--- src/rtl/antidroop_ctrl_pkg.sv ---
// Shared types and constants for the anti-droop pulse sequencer.
package antidroop_pkg;

   // Sequencer states; the encoding is also driven out on dbg_state.
   typedef enum logic [1:0] {
      ST_IDLE    = 2'd0,
      ST_ACTIVE  = 2'd1,
      ST_HOLDOFF = 2'd2,
      ST_COMMIT  = 2'd3
   } state_e;

   // Signed tap weight width per channel.
   localparam int WEIGHT_W = 7;

   // Control word (address NCH) bit positions.
   localparam int CTRL_ACC_CLR_BIT  = 0;
   localparam int CTRL_STAT_CLR_BIT = 1;

   // Width of a down-counter that must hold max(a, b) - 1; never below 1 bit.
   function automatic int cnt_width(input int a, input int b);
      int m;
      m = (a > b) ? a : b;
      return (m > 1) ? $clog2(m) : 1;
   endfunction

endpackage

--- src/rtl/antidroop_ctrl_sat_cnt8.sv ---
// 8-bit counter that increments on inc_i and sticks at 255.
module sat_cnt8 (
   input  logic       clk,
   input  logic       rst_n,
   input  logic       inc_i,
   output logic [7:0] cnt_o
);

   logic [7:0] cnt_q;
   logic [7:0] cnt_d;

   // Next count: hold at all-ones once reached.
   always_comb begin
      cnt_d = cnt_q;
      if (inc_i && (cnt_q != 8'hFF)) begin
         cnt_d = cnt_q + 8'd1;
      end
   end

   // Count register.
   always_ff @(posedge clk or negedge rst_n) begin
      if (!rst_n) begin
         cnt_q <= 8'd0;
      end else begin
         cnt_q <= cnt_d;
      end
   end

   assign cnt_o = cnt_q;

endmodule

--- src/rtl/antidroop_ctrl.sv ---
// Per-pulse sequencer for the anti-droop IIR channel bank: times the beam
// window and holdoff, commits host weights in the quiet period, and
// supervises channel overflow flags.
//
// Host interface: cfg_wr is a single-cycle strobe with no back-pressure;
// cfg_addr/cfg_data are sampled on the same rising edge and every write is
// accepted in every state (there is no ready; the block never stalls it).
module antidroop_ctrl
   import antidroop_pkg::*;
#(
   parameter  int NCH         = 3,
   parameter  int WINDOW_LEN  = 164,
   parameter  int HOLDOFF_LEN = 16,
   localparam int ADDR_W      = $clog2(NCH + 1)
) (
   input  logic                    clk,
   input  logic                    rst_n,
   input  logic                    trig,
   input  logic                    cfg_wr,
   input  logic [ADDR_W-1:0]       cfg_addr,
   input  logic [7:0]              cfg_data,
   input  logic [NCH-1:0]          oflow_in,
   output logic [NCH*WEIGHT_W-1:0] tap_weight,
   output logic                    acc_clr_en,
   output logic                    oflow_clr,
   output logic                    window,
   output logic                    busy,
   output logic                    commit_done,
   output logic [NCH-1:0]          oflow_status,
   output logic [7:0]              oflow_pulse_cnt,
   output logic [7:0]              missed_trig,
   output logic [1:0]              dbg_state
);

   localparam int CNT_W = cnt_width(WINDOW_LEN, HOLDOFF_LEN);

   // Trigger synchroniser and registered rising edge.
   logic trig_a_q, trig_b_q, trig_edge_q;

   // Sequencer.
   state_e           state_q, state_d;
   logic [CNT_W-1:0] cnt_q, cnt_d;

   // Decoded state, shared by the datapath.
   logic is_commit;
   logic in_window;

   // Shadow (host-written) and committed configuration.
   logic [NCH*WEIGHT_W-1:0] shadow_w_q;
   logic                    shadow_acc_q;
   logic                    clr_pending_q;
   logic [NCH*WEIGHT_W-1:0] tap_weight_q;
   logic                    acc_clr_en_q;
   logic                    ctrl_wr;

   // Overflow supervision.
   logic [NCH-1:0] oflow_status_q;
   logic           win_oflow_q;

   // Only the low 7 data bits carry weights; the MSB has no meaning.
   logic unused_cfg_msb;
   assign unused_cfg_msb = cfg_data[7];

   // Two-flop synchroniser plus a registered edge so the window starts two
   // cycles after trig is first sampled.
   always_ff @(posedge clk or negedge rst_n) begin
      if (!rst_n) begin
         trig_a_q    <= 1'b0;
         trig_b_q    <= 1'b0;
         trig_edge_q <= 1'b0;
      end else begin
         trig_a_q    <= trig;
         trig_b_q    <= trig_a_q;
         trig_edge_q <= trig_a_q & ~trig_b_q;
      end
   end

   // State and counter registers.
   always_ff @(posedge clk or negedge rst_n) begin
      if (!rst_n) begin
         state_q <= ST_IDLE;
         cnt_q   <= '0;
      end else begin
         state_q <= state_d;
         cnt_q   <= cnt_d;
      end
   end

   // Next-state: a triggered window, a holdoff, then a single commit cycle.
   always_comb begin
      state_d = state_q;
      cnt_d   = cnt_q;
      unique case (state_q)
         ST_IDLE: begin
            if (trig_edge_q) begin
               state_d = ST_ACTIVE;
               cnt_d   = CNT_W'(WINDOW_LEN - 1);
            end
         end
         ST_ACTIVE: begin
            if (cnt_q == '0) begin
               state_d = ST_HOLDOFF;
               cnt_d   = CNT_W'(HOLDOFF_LEN - 1);
            end else begin
               cnt_d = cnt_q - CNT_W'(1);
            end
         end
         ST_HOLDOFF: begin
            if (cnt_q == '0) begin
               state_d = ST_COMMIT;
            end else begin
               cnt_d = cnt_q - CNT_W'(1);
            end
         end
         ST_COMMIT: begin
            state_d = ST_IDLE;
         end
         default: begin
            state_d = ST_IDLE;
         end
      endcase
   end

   // State decode; all of these come straight from the state register.
   always_comb begin
      window      = (state_q == ST_ACTIVE);
      busy        = (state_q != ST_IDLE);
      is_commit   = (state_q == ST_COMMIT);
      in_window   = (state_q == ST_ACTIVE) || (state_q == ST_HOLDOFF);
      commit_done = is_commit;
      oflow_clr   = is_commit && clr_pending_q;
   end

   assign ctrl_wr = cfg_wr && (cfg_addr == ADDR_W'(NCH));

   // Shadow registers; a write during COMMIT lands after that cycle's copy.
   // A status-clear request written in COMMIT re-arms for the next commit.
   always_ff @(posedge clk or negedge rst_n) begin
      if (!rst_n) begin
         shadow_w_q    <= '0;
         shadow_acc_q  <= 1'b0;
         clr_pending_q <= 1'b0;
      end else begin
         for (int n = 0; n < NCH; n++) begin
            if (cfg_wr && (cfg_addr == ADDR_W'(n))) begin
               shadow_w_q[n*WEIGHT_W +: WEIGHT_W] <= cfg_data[WEIGHT_W-1:0];
            end
         end
         if (is_commit) begin
            clr_pending_q <= 1'b0;
         end
         if (ctrl_wr) begin
            shadow_acc_q <= cfg_data[CTRL_ACC_CLR_BIT];
            if (cfg_data[CTRL_STAT_CLR_BIT]) begin
               clr_pending_q <= 1'b1;
            end
         end
      end
   end

   // Committed configuration, updated only at the end of COMMIT.
   always_ff @(posedge clk or negedge rst_n) begin
      if (!rst_n) begin
         tap_weight_q <= '0;
         acc_clr_en_q <= 1'b0;
      end else if (is_commit) begin
         tap_weight_q <= shadow_w_q;
         acc_clr_en_q <= shadow_acc_q;
      end
   end

   // Sticky overflow status and per-window overflow flag; a clear in COMMIT
   // wins, and overflow inputs seen in COMMIT are ignored.
   always_ff @(posedge clk or negedge rst_n) begin
      if (!rst_n) begin
         oflow_status_q <= '0;
         win_oflow_q    <= 1'b0;
      end else begin
         if (oflow_clr) begin
            oflow_status_q <= '0;
         end else if (!is_commit) begin
            oflow_status_q <= oflow_status_q | oflow_in;
         end
         if (is_commit) begin
            win_oflow_q <= 1'b0;
         end else if (in_window && (|oflow_in)) begin
            win_oflow_q <= 1'b1;
         end
      end
   end

   // Windows that saw any overflow.
   sat_cnt8 u_pulse_cnt (
      .clk   (clk),
      .rst_n (rst_n),
      .inc_i (is_commit && win_oflow_q),
      .cnt_o (oflow_pulse_cnt)
   );

   // Trigger edges that arrived while a pulse was still being sequenced.
   sat_cnt8 u_missed_cnt (
      .clk   (clk),
      .rst_n (rst_n),
      .inc_i (trig_edge_q && busy),
      .cnt_o (missed_trig)
   );

   assign tap_weight   = tap_weight_q;
   assign acc_clr_en   = acc_clr_en_q;
   assign oflow_status = oflow_status_q;
   assign dbg_state    = state_q;

endmodule

--- config.mk ---
export PLATFORM = sky130hd
export DESIGN_NAME = antidroop_ctrl
export DESIGN_NICKNAME = d
export VERILOG_FILES = /design/src/rtl/antidroop_ctrl_pkg.sv /design/src/rtl/antidroop_ctrl_sat_cnt8.sv /design/src/rtl/antidroop_ctrl.sv
export SDC_FILE = /design/constraint.sdc
export NUM_CORES = 1
export LEC_CHECK = 0
export ABC_AREA = 0
export CORE_ASPECT_RATIO = 0.5
export CORE_MARGIN = 2
export CORE_UTILIZATION = 40
export CTS_CLUSTER_DIAMETER = 80
export DETAILED_ROUTE_END_ITERATION = 7
export PLACE_DENSITY_LB_ADDON = 0.2
export SYNTH_ARGS = -nofsm -noshare
export SYNTH_HDL_FRONTEND = slang
export SYNTH_SLANG_ARGS = --single-unit
--- constraint.sdc ---
create_clock -name clk -period 4.9 [get_ports clk]
set_input_delay 0.98 -clock clk [delete_from_list [all_inputs] [get_ports clk]]
set_output_delay 0.98 -clock clk [all_outputs]
set_load 0.01 [all_outputs]
==> results.toml <==
[die]
row_count = 23
die_area_um2 = 9150
core_um2 = 8060
die_y_um = 68.6
initial_core_util = 0.415
die_width_um = 133
ioPinCount = 64

[layout]
fin_nets = 346
postLayoutCoreUtil = 0.546
area_delta_synth_final_pct = 31.6
final_cells = 438
diodes = 0
fillers = 693
regArea_um2 = 1950
multiInputGateArea_um2 = 1340
drive_gt1_frac = 0.227
fin_area_um2 = 4400

[clock_tree]
clkTransAtPathRegs_ns = 0.05
clk_latency_ns = 0.34
cts_num_sinks = 78
cts_inserted_buffers = 9
max-clock-path-buffers = 2
cts_setup_buffers = 0
cts_resized = 0
htreeDepth = 3
cts_tree = "built"
root_buffer = "clkbuf_16"
postCtsHoldBufs = 0

[synthesis]
ys_ff_latch = 78
synth_area_leaders = "dfrtp_1, mux2_2, ha_1, xnor2_1, xor2_1"
synth_top_area_cell = "dfrtp_1"
synth_top_area_share = 0.584
synth_edf_count = 0
synth_most_common_cell = "dfrtp_1"
ys_seq_area_frac = 0.584
ys_types = 47
synth_nets = 275
syn-instance-count = 251
syn_avg_cell_area_um2 = 13.3
async_flop_share = 1.00
ys.flop_type = "dfrtp_1"
yosys-top-cells-count = "dfrtp_1, mux2_2, nor2_1"
yosys_warnings = 0
netlist_area_um2 = 3340

[placement]
dpl-instance-area_um2 = 4100
dp.cells = 423
place.gp.congestion = 0.839
place_hpwl_um = 4540
io_buffers = 62

[power_and_ir_drop]
p_int_mw = 1.92
combPwrFrac = 0.393
pwr-share-seq = 0.365
total_leakage_power_nw = 1.88
p_clk_frac = 0.242
p_per_area_nw_per_um2 = 645
swShare = 0.323
p_switching_mw = 0.917
vdd_drop_max_mv = 0.245

[setup_path]
required_ns = 3.92
startpoint_type = "flop"
crit_path_max_fanout = 32
r2r_start = "dbg_state[0]"
rrSetupSlack_ns = 2.91
cp.arrival_ns = 2.05
worst_setup_path_end_kind = "primary output"
r2r_cells = 5
startpoint = "dbg_state[0]"
rr_endpoint = "u_pulse_cnt.cnt_o[1]"
critPathKind = "flop to primary output"
endpoint = "oflow_clr"

[routing]
ant_nets = 0
drtIter0Drc = 182
vias_per_cell = 5.00
vias = 2192
wl_per_cell_um = 15.0
routed_wl_um = 6570
dr.pass1.iters = 4
drc_errors = 0

[sta]
holdWs_ns = 0.367
fin_crit_sh = 0.619
hold_violations = 0
finalSetupViolCount = 0
rsz0062_at_grt = "false"
fin_skew_ns = 0.00480
worstMarginPinSlew_ns = 0.943
setup-tns-final_ns = 0
relSlewSlack = 0.371
fin_crit_ns = 3.03
report.final.slew_viol_count = 0
clock.fmax_ghz = 0.330

[status]
outcome = "completed"

[grt]
antenna_found_initial = 0
grt_max_degree = 79
grt_pass1_wl_um = 11100
grt_use_total = 0.159
grt_overflow_total = 0
grt_pass1_vias = 2332

[worst_hold_path]
hold_class = "flop to flop"

[flow_run]
cap_viol_max_count = 0
-- metrics by stage --
stage                     power (mW)  worst slack [ns]
after floorplan                 1.68              2.50
after global placement          2.14              2.21
after detailed placement        2.17              2.21
after CTS                       2.87              1.85
after global routing            3.03              1.74
final                           2.84              1.87
-- how the worst min path moves through the flow --
stage                         from  slack (ns)  cells past startpoint        to
final                     trig_a_q        0.37                      0  trig_b_q
after detailed placement  trig_a_q        0.36                      0  trig_b_q
after floorplan           trig_a_q        0.35                      0  trig_b_q
after global placement    trig_a_q        0.36                      0  trig_b_q
after global routing      trig_a_q        0.38                      0  trig_b_q
after CTS                 trig_a_q        0.37                      0  trig_b_q
-- power by group through the flow --
stage	Sequential [mW]	Clock (mW)	Combinational [mW]
2_1_floorplan	1.08	0	0.594
3_3_place_gp	1.04	0	1.10
3_5_place_dp	1.05	0	1.13
4_1_cts	1.04	0.705	1.13
5_1_grt	1.07	0.739	1.22
6_report	1.04	0.686	1.12
-- state kept, by name, indices dropped and copies added, names as in the netlist --
register            flops
shadow_w_q             21
tap_weight             21
cnt_q                   8
u_missed_cnt.cnt_o      8
u_pulse_cnt.cnt_o       8
oflow_status            3
dbg_state               2
acc_clr_en              1
clr_pending_q           1
shadow_acc_q            1
trig_a_q                1
trig_b_q                1
trig_edge_q             1
win_oflow_q             1
-- cells by family (layout without fill, tap and decap cells) --
group / after synthesis / in the layout / share of synthesized area
buffers and inverters: 12 / 87 / 0.0142
AND/OR/NAND/NOR: 62 / 62 / 0.107
AO/OA/AOI/OAI: 33 / 33 / 0.0805
multiplexers: 45 / 45 / 0.151
flip-flops: 78 / 78 / 0.584
adder cells (fa/ha/maj): 7 / 7 / 0.0262
XOR/XNOR: 14 / 14 / 0.0367
-- per-layer routing --
layer | vias up | wire [um] | part of all wire | track usage
li1 | 1049 | - | - | -
met1 | 1089 | 2870 | 0.44 | 0.180
met2 | 46 | 3280 | 0.50 | 0.281
met3 | 8 | 352 | 0.054 | 0.0687
met4 | 0 | 69 | 0.011 | 0.0532
met5 | - | 0 | 0 | 0
-- area by class of cell --
class / count / area share
Multi-Input combinational cell: 161 / 0.305
Inverter: 9 / 0.00768
Sequential cell: 78 / 0.444
Clock inverter: 4 / 0.0165
Clock buffer: 11 / 0.0529
Timing Repair Buffer: 63 / 0.142
Tap cell: 112 / 0.0318
-- worst max-delay path: stages, from the launching register on --
cell	delay, ns
dfrtp_1	0.43
ha_1	0.17
buf_4	0.37
and2_1	0.19
clkdlybuf4s50_1	0.53
-- layout by cell type, fill, tap and decap left out, types with 6 or more instances in the layout --
cell and n:
nor2_1 12, xnor2_1 7, a21oi_1 7, xor2_1 7, inv_1 9, clkbuf_16 9, nand2_1 10, mux2_2 44
nand3_1 8, clkdlybuf4s50_1 61, o21ai_0 6, ha_1 7, nand4_1 6, dfrtp_1 78
Note: power is estimated with default switching activity, not from simulation.
